===== src/rtl/adc_sport_capture.sv =====
// SPORT-side controller for a serial ADC: programs the control registers, then captures framed channel words.
// Define ADC_OVERRUN_CNT_EN to add the saturating overrun_cnt output.
module adc_sport_capture #(
   parameter int unsigned WORD_W = 16,
   parameter int unsigned N_CH   = 6,
   parameter int unsigned N_CFG  = 8
) (
   input  logic              clk,
   input  logic              rst,
   input  logic              SDOFS,
   input  logic              SDO,
   output logic              SDIFS,
   output logic              SDI,
   output logic              SE,
   input  logic              cfg_we,
   input  logic [3:0]        cfg_addr,
   input  logic [WORD_W-1:0] cfg_data,
   input  logic              start_prog,
   input  logic              sync,
   input  logic              continuous,
   input  logic [N_CH-1:0]   ch_mask,
   output logic              out_valid,
   output logic [WORD_W-1:0] out_data,
   output logic [2:0]        out_ch,
   input  logic              out_ready,
   output logic              busy,
   output logic              prog_done,
   output logic              frame_done,
   output logic              overrun
`ifdef ADC_OVERRUN_CNT_EN
   ,
   output logic [7:0]        overrun_cnt
`endif
);

   localparam int unsigned   BW       = (WORD_W > 1) ? $clog2(WORD_W) : 1;
   localparam logic [BW-1:0] LAST_BIT = BW'(WORD_W - 1);
   localparam logic [2:0]    LAST_CH  = 3'(N_CH - 1);
   localparam logic [3:0]    LAST_IDX = 4'(N_CFG);

   typedef enum logic [2:0] {
      S_IDLE, S_LOAD, S_SEND, S_WAIT_FS, S_ARMED, S_ALIGN, S_CAPTURE, S_WAIT_CAP
   } state_t;

   state_t            r_state;
   state_t            w_next;
   logic [WORD_W-1:0] r_cfg [0:N_CFG];
   logic [3:0]        r_idx;
   logic [2:0]        r_chcnt;
   logic [2:0]        r_ch;
   logic [WORD_W-1:0] r_shift;
   logic [BW-1:0]     r_bit;
   logic              r_out_valid;
   logic [WORD_W-1:0] r_out_data;
   logic [2:0]        r_out_ch;
   logic              r_prog_done;
   logic              r_frame_done;
   logic              r_overrun;

   logic              w_start;
   logic              w_bit_last;
   logic              w_ch_last;
   logic              w_count_ch;
   logic              w_cap_done;
   logic              w_mask_bit;
   logic              w_accept;
   logic              w_emit;
   logic              w_take;
   logic              w_ovr;
   logic [WORD_W-1:0] w_word;

   assign w_start    = start_prog && (r_state == S_IDLE || r_state == S_ARMED);
   assign w_bit_last = (r_bit == LAST_BIT);
   assign w_ch_last  = (r_ch == LAST_CH);
   assign w_count_ch = SDOFS && (r_state inside {S_ARMED, S_ALIGN, S_CAPTURE, S_WAIT_CAP});
   assign w_word     = {r_shift[WORD_W-2:0], SDO};
   assign w_cap_done = (r_state == S_CAPTURE) && w_bit_last;
   assign w_accept   = r_out_valid && out_ready;
   assign w_emit     = w_cap_done && w_mask_bit;
   assign w_take     = w_emit && (!r_out_valid || w_accept);
   assign w_ovr      = w_emit && r_out_valid && !out_ready;

   always_comb begin
      w_mask_bit = 1'b0;
      for (int unsigned i = 0; i < N_CH; i++) begin
         if (r_ch == 3'(i)) w_mask_bit = ch_mask[i];
      end
   end

   always_ff @(posedge clk) begin
      if (rst) r_state <= S_IDLE;
      else     r_state <= w_next;
   end

   always_comb begin
      w_next = r_state;
      case (r_state)
         S_IDLE:    if (start_prog) w_next = S_WAIT_FS;
         S_WAIT_FS: if (SDOFS) w_next = S_LOAD;
         S_LOAD:    w_next = S_SEND;
         S_SEND: begin
            if (w_bit_last) w_next = (r_idx == LAST_IDX) ? S_ARMED : S_WAIT_FS;
         end
         S_ARMED: begin
            if (start_prog) w_next = S_WAIT_FS;
            else if (sync)  w_next = S_ALIGN;
         end
         S_ALIGN:    if (SDOFS && r_chcnt == LAST_CH) w_next = S_WAIT_CAP;
         S_WAIT_CAP: if (SDOFS) w_next = S_CAPTURE;
         S_CAPTURE: begin
            // A completing word takes priority over a coincident frame sync.
            if (w_bit_last) begin
               if (w_ch_last) w_next = continuous ? S_WAIT_CAP : S_ARMED;
               else           w_next = S_WAIT_CAP;
            end
         end
         default: w_next = S_IDLE;
      endcase
   end

   always_ff @(posedge clk) begin
      if (rst) begin
         for (int unsigned i = 0; i <= N_CFG; i++) r_cfg[i] <= '0;
         r_idx        <= '0;
         r_chcnt      <= '0;
         r_ch         <= '0;
         r_shift      <= '0;
         r_bit        <= '0;
         r_out_valid  <= 1'b0;
         r_out_data   <= '0;
         r_out_ch     <= '0;
         r_prog_done  <= 1'b0;
         r_frame_done <= 1'b0;
         r_overrun    <= 1'b0;
      end else begin
         r_prog_done  <= 1'b0;
         r_frame_done <= 1'b0;
         r_overrun    <= 1'b0;

         if (cfg_we && cfg_addr <= LAST_IDX) r_cfg[cfg_addr] <= cfg_data;

         if (w_count_ch) r_chcnt <= (r_chcnt == LAST_CH) ? '0 : r_chcnt + 3'd1;

         if (w_accept) r_out_valid <= 1'b0;
         if (w_take) begin
            r_out_valid <= 1'b1;
            r_out_data  <= w_word;
            r_out_ch    <= r_ch;
         end
         if (w_ovr) r_overrun <= 1'b1;

         case (r_state)
            S_IDLE, S_ARMED: if (w_start) r_idx <= '0;
            S_LOAD: begin
               r_shift <= r_cfg[r_idx];
               r_bit   <= '0;
            end
            S_SEND: begin
               r_shift <= {r_shift[WORD_W-2:0], 1'b0};
               r_bit   <= r_bit + 1'b1;
               if (w_bit_last) begin
                  r_bit <= '0;
                  if (r_idx == LAST_IDX) r_prog_done <= 1'b1;
                  else                   r_idx       <= r_idx + 4'd1;
               end
            end
            S_WAIT_CAP: begin
               if (SDOFS) begin
                  r_ch  <= r_chcnt;
                  r_bit <= '0;
               end
            end
            S_CAPTURE: begin
               r_shift <= w_word;
               r_bit   <= r_bit + 1'b1;
               if (w_bit_last) begin
                  r_bit        <= '0;
                  r_frame_done <= w_ch_last;
               end else if (SDOFS) begin
                  r_ch  <= r_chcnt;
                  r_bit <= '0;
               end
            end
            default: ;
         endcase
      end
   end

`ifdef ADC_OVERRUN_CNT_EN
   logic [7:0] r_ovr_cnt;

   always_ff @(posedge clk) begin
      if (rst || start_prog)                 r_ovr_cnt <= '0;
      else if (w_ovr && r_ovr_cnt != 8'hFF) r_ovr_cnt <= r_ovr_cnt + 8'd1;
   end

   assign overrun_cnt = r_ovr_cnt;
`endif

   assign SDIFS      = (r_state == S_LOAD);
   assign SDI        = (r_state == S_SEND) && r_shift[WORD_W-1];
   assign SE         = 1'b1;
   assign busy       = !(r_state == S_IDLE || r_state == S_ARMED);
   assign out_valid  = r_out_valid;
   assign out_data   = r_out_data;
   assign out_ch     = r_out_ch;
   assign prog_done  = r_prog_done;
   assign frame_done = r_frame_done;
   assign overrun    = r_overrun;

endmodule


===== config.mk =====
export PLATFORM = sky130hd
export DESIGN_NAME = adc_sport_capture
export DESIGN_NICKNAME = d
export VERILOG_FILES = /design/src/rtl/adc_sport_capture.sv
export SDC_FILE = /design/constraint.sdc
export NUM_CORES = 1
export LEC_CHECK = 0
export BUFFER_PORTS_ARGS = -buffer_cell sky130_fd_sc_hd__buf_2
export CAP_MARGIN = 20
export CORE_MARGIN = 2
export CORE_UTILIZATION = 40
export DETAILED_ROUTE_END_ITERATION = 8
export PLACE_DENSITY = 0.63
export SLEW_MARGIN = 40
export SYNTH_ARGS = -nofsm -noshare
export SYNTH_HDL_FRONTEND = slang
export SYNTH_SLANG_ARGS = --single-unit

===== constraint.sdc =====
create_clock -name clk -period 2.9 [get_ports clk]
set_input_delay 0 -clock clk [delete_from_list [all_inputs] [get_ports clk]]
set_output_delay 0 -clock clk [all_outputs]
set_load 0.02 [all_outputs]

==> results.tsv, run 1 <==
metric	value	unit
outcome	finished, final reports clean	
Rows	67	
Setup Buffers After CTS	0	
max_slew headroom	60.8	%
H-Tree Level Count	2	
commonest cells after routing, fill and taps aside	256 x edfxtp_1, 145 x and2_1, 113 x conb_1	
post-synth top area share	56.8	%
synth warn	0	
slowest cell delay on critical path	0.55	ns
share of cells above drive strength 1	20.6	%
drc violations	0	
Crit-path slowest cell	or3b_1	
Clock Latency Late Sink	0.50	ns
CTS tree	yes	
Die Wd	188	um
clk slew on worst S/H paths	0.06	ns
total negative slack	0	ns
Post-synth EDFFs	256	
Vias/cell	4.99	
port bufs	60	
Worst-Margin Slew	0.589	ns
Vias	7733	
Max Cap Violations	0	
setup violators final	0	
Tot GR Track Use	16.8	%
Die Span Y	188	um
first-pass GRT wire length	45400	um
max-slew violation count	0	
Critical Path, Cell by Cell	or3b_1, inv_1, nand3_2, o22ai_1, a2111oi_0	
Nets	1115	
top_reg_cell synth	edfxtp_1	
Fmax achieved	415	MHz
final setup margin	0.491	ns
hold slack	0.0504	ns
Pleak	5.75	nW
register area share after synthesis	65.6	%
power density over the cells	653	nW/um^2
commonest non-fill, non-tap cell in the layout	edfxtp_1	
pre-CTS setup slack	0.576	ns
WL/cell	18.6	um
worst hold stages	5	
DRT Pass-1 Iters	5	
synthesis-to-layout area growth	18.9	%
Longest Clk Path Bufs	3	
HP Class	input port to flop	
final worst path period share	83.1	%
Final Hold Viols	0	
I/O Pins	62	
Core Region	33400	sq um
routed wire length	28900	um
Netlist cell types	63	
DRT antenna net count	0	
top post-synthesis cells by area	edfxtp_1 57%, mux4_2 11%, dfxtp_1 8.9%	
Synth async-reset ratio	0	%
vias in the first global route	7827	
HPWL Detailed	18400	um
Initial Utilization	40.5	%
crit path time final	2.41	ns
synthesized cell area	13500	sq um
RSZ-0062 raised after global routing	false	
critical path data required time	3.25	ns
initial DRC count	561	
largest net degree at the start of global routing	55	
R2R cell count	5	
initial antenna violation count	3	
crit-path max FO	10	
Crit Path Class	flop to flop	
Peak VDD IR	0.318	mV
clk_skew	0.0138	ns
Util after Layout	48.2	%
RD Place Congestion	0.791	
clock sinks	316	
Seq cells post-synth	316	
CTS Buf Count	34	
critical path arrival	2.76	ns
crit end category	flop	
Post-Synthesis Cells	873	
largest area contributor in the netlist	edfxtp_1	
Avg Cell Area, Syn	15.5	sq um
GRT Residual Overflow	0	
crit path launch type	flop	
die area	35300	sq um
root buf cell	clkbuf_16	
## routing by layer
metal / vias up / routed length (um) / global-route usage (%)
li1: 3642 / - / -
met1: 3836 / 12900 / 23.3
met2: 218 / 13400 / 27.0
met3: 35 / 2030 / 3.86
met4: 2 / 483 / 3.88
met5: - / 12 / 0
## worst paths after layout
kind	start	endpoint	slack, ns
hold reg to reg	out_data[7]	out_data[7]	0.46
setup reg to reg	r_state[0]	r_shift[13]	0.49
setup / recovery	r_state[0]	r_shift[13]	0.49
hold / removal	sync	r_state[1]	0.05
## kinds of logic (layout without fill, tap and decap cells)
logic type      after synthesis  in the layout  synth area share [%]
compound gates              106            106                  5.43
xor+xnor                      1              1                0.0647
fa+ha+maj                     3              3                 0.277
buf+inv                      63            180                  2.65
flops                       316            316                  65.6
mux                          96             96                  13.0
other cells                   2            114                0.0555
simple gates                286            286                  12.9
## registers in the layout (all words and copies together) (netlist names), named ones only
register	flops
out_valid	1
overrun	1
r_cfg	256
r_shift	16
out_ch	3
frame_done	1
r_chcnt	3
r_state	3
prog_done	1
r_idx	4
r_ch	3
r_bit	4
out_data	16
## per-stage QoR
| step | power (mW) | std cells | cell area, sq um |
|---|---|---|---|
| final | 10.5 | 1550 | 16100 |
| after global routing | 10.9 | 1549 | 16100 |
| after CTS | 10.6 | 1549 | 16100 |
| after detailed placement | 6.30 | 1470 | 14800 |
| after global placement | 6.28 | 1470 | 14800 |
| after floorplan | 6.00 | 984 | 14000 |
## cells in the mapped netlist (2+ instances only)
| library cell | count |
|---|---|
| a21oi_1 | 16 |
| o31ai_1 | 2 |
| nand3_1 | 6 |
| clkbuf_2 | 8 |
| a221oi_1 | 7 |
| nor2_2 | 3 |
| nor2_4 | 3 |
| inv_1 | 6 |
| and3_1 | 3 |
| ha_1 | 3 |
| or3b_1 | 2 |
| mux2i_1 | 32 |
| o22ai_1 | 15 |
| nand2_1 | 28 |
| nand4b_1 | 2 |
| edfxtp_1 | 256 |
| nor2b_1 | 19 |
| nor4_1 | 9 |
| nor3_4 | 2 |
| conb_1 | 2 |
| a211oi_1 | 19 |
| o21ai_0 | 17 |
| nand2b_1 | 23 |
| clkinv_1 | 2 |
| a2111oi_0 | 7 |
| or3_1 | 4 |
| nor2_1 | 14 |
| nand3b_1 | 4 |
| o211a_1 | 2 |
| buf_8 | 2 |
| buf_6 | 7 |
| nor3_1 | 6 |
| or2_2 | 5 |
| buf_2 | 12 |
| dfxtp_1 | 60 |
| and2_1 | 145 |
| clkbuf_1 | 19 |
| o21a_1 | 7 |
| a31oi_1 | 2 |
| mux4_2 | 64 |
| buf_4 | 6 |
## report_power, final
part           internal [mW]  leakage, nW  switching [mW]  total (mW)
clock                   2.65        0.555            1.65        4.30
sequential              5.21         2.96           0.142        5.35
combinational          0.401         2.24           0.467       0.868
## cell type report
| cell class | count | area [sq um] |
|---|---|---|
| Fill cell | 2863 | 17300 |
| Sequential cell | 316 | 8890 |
| Multi-Input combinational cell | 605 | 4720 |
| Clock buffer | 51 | 1040 |
| Timing Repair Buffer | 112 | 776 |
| Tap cell | 448 | 561 |
| Clock inverter | 9 | 88.8 |
| Inverter | 8 | 30.0 |
| Antenna cell | 1 | 2.50 |
## timing repair
| action | CTS | global route |
|---|---|---|
| endpoints found under the hold margin | 192 | 0 |
| hold buffers | 19 | 0 |
| gates resized for setup | 0 | 0 |
## critical path, delay by kind of cell (launching register included)
| family | cells | cell delay (ns) |
|---|---|---|
| AOI/OAI and AO/OA | 2 | 0.62 |
| buffers and inverters | 1 | 0.24 |
| DFF | 1 | 0.49 |
| and+or+nand+nor | 2 | 0.91 |
Note: power is estimated with default switching activity, not from simulation.
==> run 2, diff against run 1 <==
Clock period 2.9 ns to 2.51 ns, I/O delays scaled along.
==> results.tsv, run 2 (synthesis results as in run 1) <==
metric	value	unit
I/O Pins	62	
outcome	finished, final reports clean	
HP Class	input port to flop	
Longest Clk Path Bufs	3	
Die Span Y	188	um
Pleak	5.74	nW
Clock Latency Late Sink	0.55	ns
Worst-Margin Slew	0.639	ns
CTS Buf Count	31	
drc violations	0	
Initial Utilization	40.5	%
DRT antenna net count	0	
die area	35300	sq um
crit path launch type	flop	
routed wire length	30100	um
first-pass GRT wire length	47100	um
RSZ-0062 raised after global routing	false	
crit end category	flop	
Final Hold Viols	0	
initial antenna violation count	2	
vias in the first global route	8034	
WL/cell	19.2	um
root buf cell	clkbuf_16	
placed cell count	1483	
Rows	67	
commonest non-fill, non-tap cell in the layout	edfxtp_1	
HPWL Detailed	19600	um
critical path data required time	3.00	ns
setup violators final	0	
Buf/Inv on CP	1	
GRT Residual Overflow	0	
total negative slack	0	ns
Die Wd	188	um
commonest cells after routing, fill and taps aside	256 x edfxtp_1, 145 x and2_1, 113 x conb_1	
Critical Path, Cell by Cell	ha_1, and3_1, o2111a_1, o21ai_0, nor3_1, dlygate4sd3_1	
max reg flops	256	
clk slew on worst S/H paths	0.06	ns
share of cells above drive strength 1	20.7	%
synthesis-to-layout area growth	18.5	%
Crit Path Class	flop to flop	
largest net degree at the start of global routing	55	
number of fill cells	2951	
Vias	7892	
crit-path max FO	7	
clock sinks	316	
port bufs	60	
RD Place Congestion	0.787	
Final Non-Filler Cells	1562	
final worst path period share	84.7	%
Biggest register	r_cfg	
DRT Pass-1 Iters	5	
Fmax achieved	470	MHz
initial DRC count	532	
slowest cell delay on critical path	0.57	ns
max_slew headroom	57.4	%
Crit-path slowest cell	dlygate4sd3_1	
power density over the cells	727	nW/um^2
crit path time final	2.13	ns
Worst path top cell family by delay	buffers and inverters	
H-Tree Level Count	1	
CTS tree	yes	
max-slew violation count	0	
Peak VDD IR	0.523	mV
critical path arrival	2.62	ns
multi-input logic area	4720	sq um
clk_skew	0.0112	ns
Max Cap Violations	0	
Nets	1129	
Register Area	8890	sq um
Core Region	33400	sq um
Vias/cell	5.05	
Tot GR Track Use	17.4	%
[run 2: cell types whose count changed in the layout (fill, tap and decap cells not counted), sizes merged]
cell | before | now
buf | 93 | 106
bufinv | 2 | 3
clkbuf | 51 | 41
clkinv | 9 | 12
clkinvlp | 0 | 1
dlygate4sd3 | 19 | 23
[run 2: cell type report]
class                           instances  area share (%)
Inverter                                8           0.187
Timing Repair Buffer                  129            5.54
Sequential cell                       316            55.4
Antenna cell                            1          0.0156
Clock buffer                           41            5.07
Tap cell                              448            3.49
Multi-Input combinational cell        605            29.4
Clock inverter                         14           0.850
[run 2: worst min-delay path: stages]
cell     delay [ns]
buf_2          0.10
nand2_1        0.05
a21oi_1        0.07
o21ai_0        0.23
a21oi_1        0.07
[run 2: worst paths after layout]
path                    from         to  slack [ns]  cells past startpoint
setup / recovery    r_bit[0]    overrun        0.38                      6
setup reg to reg    r_bit[0]    overrun        0.38                      6
hold / removal    ch_mask[1]  out_valid        0.03                      5
hold reg to reg    out_ch[0]  out_ch[0]        0.46                      2
[run 2: metrics by stage]
step,area (sq um),hold slack (ns),power [mW],utilization (%),worst slack (ns)
floorplan,14000,0.0989,6.94,-,0.140
global placement,14900,0.273,7.31,44.4,0.502
detailed placement,14900,0.278,7.33,44.4,0.450
CTS,16000,0.00114,11.8,48.0,0.431
global route,16000,0.0761,12.1,48.0,0.219
finish,16000,0.0257,11.7,48.0,0.384
[run 2: what timing repair did]
item / 4_1_cts / 5_1_grt
buffers inserted: 0 / 0
hold endpoints to repair: 264 / 0
gates resized for setup: 0 / 0
hold buffers: 23 / 0
[run 2: where the power goes]
group | internal, mW | leakage, nW | switching [mW]
Clock | 2.56 | 0.459 | 1.86
Sequential | 6.02 | 2.96 | 0.159
Combinational | 0.478 | 2.32 | 0.589
Total | 9.05 | 5.74 | 2.61
[run 2: routing by layer]
layer	up-vias	global-route usage [%]	routed length, um
met5	-	0	8
met4	2	4.75	746
met3	47	3.13	1900
met2	226	28.8	14300
met1	3953	23.6	13200
li1	3664	-	-
